### src/rtl/mips_memory_responder.sv
// mips_memory_responder: serialised load/store responder over a word array; misalign trap via MIPS_MEMORY_RESPONDER_MISALIGN_TRAP_EN
module mips_memory_responder #(
  parameter int ADDR_L = 64,
  localparam int ADDR_W = $clog2(ADDR_L)
) (
  input  logic              clk,
  input  logic              rst,
  input  logic              req_valid,
  output logic              req_ready,
  input  logic [ADDR_W+1:0] req_addr,
  input  logic              req_wren,
  input  logic [1:0]        req_size,
  input  logic              req_signed,
  input  logic [31:0]       req_data,
  output logic              resp_valid,
  output logic [31:0]       resp_data,
  output logic              resp_error
);
  localparam logic [1:0] IDLE = 2'd0, RD = 2'd1, WR = 2'd2, RSP = 2'd3;
  localparam logic [1:0] SZ_NONE = 2'd0, SZ_BYTE = 2'd1, SZ_HALF = 2'd2, SZ_WORD = 2'd3;
  logic [1:0] state;
  logic [ADDR_W-1:0] idx;
  logic [1:0] lane, size, in_lane;
  logic wren, sgn, acc, mis;
  logic [31:0] data, rdq, shifted, ld, mask, wdata;
  logic [31:0] mem [ADDR_L];
  assign req_ready = state == IDLE;
  assign resp_valid = state == RSP;
  assign acc = req_valid & req_ready;
  // sub-word accesses snap to their natural alignment when not trapping
  assign in_lane = req_size == SZ_WORD ? 2'b00 : req_size == SZ_HALF ? {req_addr[1], 1'b0} : req_addr[1:0];
`ifdef MIPS_MEMORY_RESPONDER_MISALIGN_TRAP_EN
  assign mis = (req_size == SZ_HALF && req_addr[0]) || (req_size == SZ_WORD && req_addr[1:0] != 2'b00);
`else
  assign mis = 1'b0;
`endif
  // load extraction is taken straight from the array so the result is ready as RD ends
  always_comb begin
    shifted = mem[idx] >> {lane, 3'b000};
    ld = size == SZ_BYTE ? {{24{sgn & shifted[7]}}, shifted[7:0]} :
         size == SZ_HALF ? {{16{sgn & shifted[15]}}, shifted[15:0]} : shifted;
    mask = (size == SZ_BYTE ? 32'h0000_00FF : 32'h0000_FFFF) << {lane, 3'b000};
    wdata = size == SZ_WORD ? data : (rdq & ~mask) | ((data << {lane, 3'b000}) & mask);
  end
  // request sequencing; response fields are loaded only on entry to RSP
  always_ff @(posedge clk or posedge rst) begin
    if (rst) begin
      state <= IDLE;
      idx <= '0;
      lane <= '0;
      size <= '0;
      wren <= 1'b0;
      sgn <= 1'b0;
      data <= '0;
      rdq <= '0;
      resp_data <= '0;
      resp_error <= 1'b0;
    end else begin
      case (state)
        IDLE: if (acc) begin
          idx <= req_addr[ADDR_W+1:2];
          lane <= in_lane;
          size <= req_size;
          wren <= req_wren;
          sgn <= req_signed;
          data <= req_data;
          if (req_size == SZ_NONE || mis) begin
            resp_data <= '0;
            resp_error <= mis;
          end
          state <= (req_size == SZ_NONE || mis) ? RSP : (req_wren && req_size == SZ_WORD) ? WR : RD;
        end
        RD: begin
          rdq <= mem[idx];
          if (!wren) begin
            resp_data <= ld;
            resp_error <= 1'b0;
          end
          state <= wren ? WR : RSP;
        end
        WR: begin
          resp_data <= '0;
          resp_error <= 1'b0;
          state <= RSP;
        end
        default: state <= IDLE;
      endcase
    end
  end
  // storage has no reset; a reset before the WR edge leaves the word untouched
  always_ff @(posedge clk) begin
    if (state == WR) mem[idx] <= wdata;
  end
endmodule

### config.mk
export PLATFORM = sky130hd
export DESIGN_NAME = mips_memory_responder
export DESIGN_NICKNAME = d
export VERILOG_FILES = /design/src/rtl/mips_memory_responder.sv
export SDC_FILE = /design/constraint.sdc
export NUM_CORES = 2
export LEC_CHECK = 0
export BUFFER_PORTS_ARGS = -buffer_cell sky130_fd_sc_hd__buf_2
export CAP_MARGIN = 10
export CELL_PAD_IN_SITES_DETAIL_PLACEMENT = 1
export CELL_PAD_IN_SITES_GLOBAL_PLACEMENT = 1
export CORE_MARGIN = 1.5
export CORE_UTILIZATION = 30
export CTS_CLUSTER_DIAMETER = 150
export DETAILED_ROUTE_END_ITERATION = 12
export PLACE_DENSITY = 0.52
export SLEW_MARGIN = 40
export SYNTH_ARGS = -nofsm -noshare
export SYNTH_HDL_FRONTEND = slang
export SYNTH_SLANG_ARGS = --single-unit
### constraint.sdc
create_clock -name clk -period 7.08 [get_ports clk]
set_clock_uncertainty 0.1 [all_clocks]
set_input_delay 0.708 -clock clk [delete_from_list [all_inputs] [get_ports clk]]
set_output_delay 0.708 -clock clk [all_outputs]
set_load 0.005 [all_outputs]
======== Word-level counts from Yosys, hierarchy flattened ========
Memories as Yosys holds them, arrays and structs flattened.
Cells that the tools add are included.
W data, S select, Z words.
word-level totals
  flip-flop bits (word level) ............. 111
  bits of input ports ..................... 47
  bits in writable memories ............... 2048
  memories kept ........................... 1
  output and inout port bits .............. 35
cells by class
  shift operators ......................... 3
  reduce and logical (&&, ||, !) cells .... 6
  bitwise gates (word level) .............. 7
  eq/ne operators ......................... 11
  muxes and demuxes ....................... 21
memory list
  name  words  width  rd ports  clocked after Yosys merged registers in  wr ports  line  text
  mem   64     32     1         0                                        1         26    logic [31:0] mem [ADDR_L];
operators with widths
  operator              count
  $mux W32              6
  $pmux W32 S3          1
  $and A32 B32 Y32      2
  $not A32 Y32          1
  $or A32 B32 Y32       1
  $shl A16 B5 Y32       1
  $shl A32 B5 Y32       1
  $shr A32 B5 Y32       1
  $mux W16              1
  $eq A2 B2 Y1 const B  6
  $mux W2               4
  $mux W1               7
  $pmux W2 S3           1
  $eq A2 B1 Y1 const B  2
  $logic_not A2 Y1      2
  $ne A2 B1 Y1 const B  2
  $reduce_and A4 Y1     1
  $and A1 B1 Y1         3
  $pmux W1 S3           1
  $reduce_bool A3 Y1    1
  $ne A2 B2 Y1 const B  1
  $reduce_and A2 Y1     1
  $logic_and A1 B1 Y1   1

======== Depth between registers and ports, before layout ========
  depth after elaboration ................. 7
  mapped depth ............................ 16
  depth with buffers taken out ............ 8

======== Least setup slack after synthesis ========
Ideal clock, no wire load.
  path kind ............................... reg2reg
  from .................................... register lane[0]
  to ...................................... memory mem[0][10] (data pin)
  path slack .............................. 2.065 ns
  period minus slack after synthesis ...... 5.015 ns
  data arrival time ....................... 4.214 ns
  cell stages (with the launch flop) ...... 8
  cell sequence ........................... dfrtp_1 -> clkbuf_1 -> inv_1 -> buf_2 -> a21oi_1 -> clkbuf_1 -> o21ai_0 -> o21ai_0
between the ends
  word-level cells in the longest chain between the ends .. 5
  elaborated cells on any way between the ends .. 7
  those cells by class .................... 2 x shift; 1 x mux; 4 x bitwise
RTL lines
  element                 line  text
  start, declared         23    logic [1:0] lane, size, in_lane;
  start signal, assigned  62    lane <= in_lane;
  $shl A16 B5 Y32         42    mask = (size == SZ_BYTE ? 32'h0000_00FF : 32'h0000_FFFF) << {lane, 3'b000};
  $not A32 Y32            43    wdata = size == SZ_WORD ? data : (rdq & ~mask) | ((data << {lane, 3'b000}) & mask);
  $and A32 B32 Y32        43
  $or A32 B32 Y32 *       43
  $mux W32 *              43
  via wdata[10]           25    logic [31:0] data, rdq, shifted, ld, mask, wdata;
  end, declared           26
Mark *: on every way through the listed nets, which the timed path passes. The rest lies on a longest branch.

======== Worst setup path in the final report ========
  from .................................... register idx[1]
  to ...................................... register resp_data[27]
between the ends
  word-level cells in the longest chain between the ends .. 7
  elaborated cells on any way between the ends .. 8
  those cells by class .................... 1 x shift; 4 x mux; 2 x bitwise; 1 x memory
RTL lines
  element                 line  text
  start, declared         22    logic [ADDR_W-1:0] idx;
  start signal, assigned  61    idx <= req_addr[ADDR_W+1:2];
  $mem_v2 Z64 W32 *       --
  $shr A32 B5 Y32 *       39    shifted = mem[idx] >> {lane, 3'b000};
  $and A1 B1 Y1           41    size == SZ_HALF ? {{16{sgn & shifted[15]}}, shifted[15:0]} : shifted;
  $mux W32                41
  $mux W32 *              40    ld = size == SZ_BYTE ? {{24{sgn & shifted[7]}}, shifted[7:0]} :
  $mux W32 *              75    if (!wren) begin
  $pmux W32 S3 *          59    case (state)
  end signal, assigned    76    resp_data <= ld;
  end, declared           16    output logic [31:0] resp_data,
Mark *: on every way between the ends. The rest lies on a longest branch, timed or not. The select of a mux whose other input is x is not followed.
A chain may end at the register's enable or synchronous reset.

==> impl_metrics.yaml <==
final_layout:
  syn_to_final_growth_pct: 18.1
  seq_area_mm2: 0.0643
  multiInputGateArea_mm2: 0.0180
  fin_nets: 5065
  utilization_pct: 35.6
  final_cell_mix: "edfxtp_1 (2,048), a22oi_1 (407), clkbuf_16 (231), buf_4 (217), mux2i_1 (178)"
  layout_commonest_cell: "edfxtp_1"
  fin_area_mm2: 0.0984
  drive_above_1_share_pct: 21.0
  n_fill_cell: 27500
yosys:
  synth_nets: 4762
  synth_top_cells_by_area: "edfxtp_1 (74%), a22oi_1 (3.7%), dfrtp_1 (3.3%)"
  synth-edff-count: 2048
  synthCells: 4711
  syn_area_mm2: 0.0833
  synth_seq_cells: 2158
  ys_warn_count: 0
  async_flop_share_pct: 5.10
  synth_top_area_share_pct: 73.8
  yosys.area.top_type: "edfxtp_1"
  synth_seq_area_share_pct: 77.1
  ys.flop_type: "edfxtp_1"
  avgSynthCellArea_um2: 17.7
  ys_types: 96
detailed_routing:
  route.vias.total: 50700
  ant_nets: 0
  wire_per_inst_um: 36.6
  first_pass_iters: 6
  route.detailed.drc: 0
  drt_iter0_drc: 6850
  routed_wl_mm: 326
  viasPerCell: 5.69
critical_path:
  critPathSlowestCell: "dfrtp_4"
  critPathMaxStageDelay_ns: 0.88
  worstPathCellList: "buf_4 -> and3b_4 -> buf_4 -> a21oi_1 -> a21oi_1 -> a2111oi_4 -> a32oi_1 -> a41oi_4 -> buf_8 -> o41ai_1"
  crit_buf_inv: 3
  critPathLaunchType: "flop"
  timing_worst_setup_path_type: "flop to flop"
  crit_fanout: 39
  end_kind: "flop"
  arrival_ns: 5.97
  crit_family: "compound AO/OA/AOI/OAI gates"
  crit_required_ns: 7.73
floorplanning:
  die_area_mm2: 0.281
  start_util_pct: 30.2
  core_area_mm2: 0.276
  fp.dieW_um: 530
  die_h_um: 530
  rows: 193
  io_pins: 82
sta:
  period_needed_ns: 5.32
  max_slew_margin_pct: 33.2
  fmax_mhz: 188
  setup-tns-final_ns: 0
  setup_viol: 0
  tightest_slew_ns: 1.00
  post-route-period-util_pct: 75.2
  rsz0062_at_grt: "no"
  maxSlewViolCount: 0
  hold_viol: 0
power_and_ir_drop:
  clockPowerShare_pct: 24.4
  p_sw_mw: 20.0
  internal_power_mw: 30.6
  p_per_area_mw_per_mm2: 514
  p_comb_share_pct: 37.6
  switching_share_pct: 39.5
  power_leakage_nw: 31.2
  ir_drop_v: 0.000342
  seq_power_share_pct: 38.0
global_route:
  grt_pass1_wl_mm: 443
  antenna_found_initial: 9
  grt_usage_pct: 22.8
  grt_start_max_net_pins: 85
  grt_overflow: 0
  grt_pass1_vias: 49800
hold_path:
  hp-class: "primary input to flop"
clocking:
  root_buffer: "clkbuf_16"
  cts_tree: "yes"
  cts.sinks: 2158
  cts_max_path_buffers: 4
  htreeDepth: 4
  path_clk_slew_ns: 0.06
  cts_buffers: 226
  clk_latency_ns: 0.92
place:
  place_congestion: 0.834
  portBuffers: 80
  hpwl_mm: 195
  placed_area_mm2: 0.0903
job:
  maxCapViolations: 0
outcome:
  status: "finished clean"
final cells by class:
class / instances / share of cell area [%]
repair buffers: 414 / 3.90
inverters: 31 / 0.122
clock buffers: 268 / 6.01
multi-input cells: 2183 / 18.3
clock inverters: 144 / 1.63
well taps: 3705 / 4.71
flip-flops and latches: 2158 / 65.3
diodes: 4 / 0.0102
worst paths after layout:
kind	startpoint	endpoint	slack, ns	cells after the start
setup / recovery	idx[1]	resp_data[27]	1.76	10
hold / removal	req_addr[3]	idx[1]	0.06	2
setup reg to reg	idx[1]	resp_data[27]	1.76	10
hold reg to reg	resp_data[26]	resp_data[26]	0.38	2
max in group asynchronous	rst	idx[1]	5.31	4
min in group asynchronous	rst	data[1]	0.40	3
cell usage after synthesis, drive strengths merged, types with 26 or more instances:
library cell	number
buf	251
a31oi	63
dfrtp	110
and4	26
nand4	26
nand2	148
edfxtp	2048
a22o	92
o21ai	83
mux2	165
mux4	34
a22oi	407
o22ai	61
mux2i	178
a221o	51
inv	28
a2111oi	28
clkbuf	88
a21oi	129
nor2	171
a222oi	31
a221oi	89
kinds of logic after synthesis:
group           after synthesis  share of synthesized area [%]
flops                      2158                           77.1
compound gates             1226                           11.1
simple gates                574                           3.85
mux                         377                           5.29
buf+inv                     370                           2.53
fa+ha+maj                     4                         0.0601
other cells                   1                        0.00450
xor+xnor                      1                         0.0105
stage by stage:
step | cells | power [mW] | hold slack (ns) | worst slack, ns
6_report | 8907 | 50.6 | 0.0600 | 1.76
5_1_grt | 8904 | 51.9 | 0.0510 | 1.71
4_1_cts | 8898 | 50.5 | 0.00100 | 1.81
3_5_place_dp | 8443 | 38.2 | 0.362 | 1.91
3_3_place_gp | 8401 | 37.7 | 0.371 | 0.828
2_1_floorplan | 4711 | 28.8 | 0.367 | 2.06
repair_timing:
action / 4_1_cts / 5_1_grt
hold buffers: 43 / 0
gates resized for setup: 0 / 0
hold endpoints to repair: 94 / 0
buffers inserted: 0 / 0
sequential cells by signal, indices dropped and copies added (netlist names):
signal and flops:
mem 2048, data 32, rdq 32, resp_data 32, idx 6, lane 2
size 2, state 2, sgn 1, wren 1
power groups by stage:
stage          clock network (mW)  registers (mW)  logic [mW]
2_1_floorplan                   0            19.6        9.24
3_3_place_gp                    0            19.5        18.2
3_5_place_dp                    0            19.5        18.7
4_1_cts                      12.5            19.2        18.8
5_1_grt                      12.9            19.3        19.7
6_report                     12.3            19.2        19.0
metal layers:
| metal | global-route usage (%) | wire length (µm) |
|---|---|---|
| met3 | 3.38 | 24800 |
| met4 | 6.62 | 9670 |
| met5 | 0 | 15 |
| met2 | 36.7 | 153000 |
| met1 | 32.0 | 139000 |
Power figures use the tool's default switching activity.
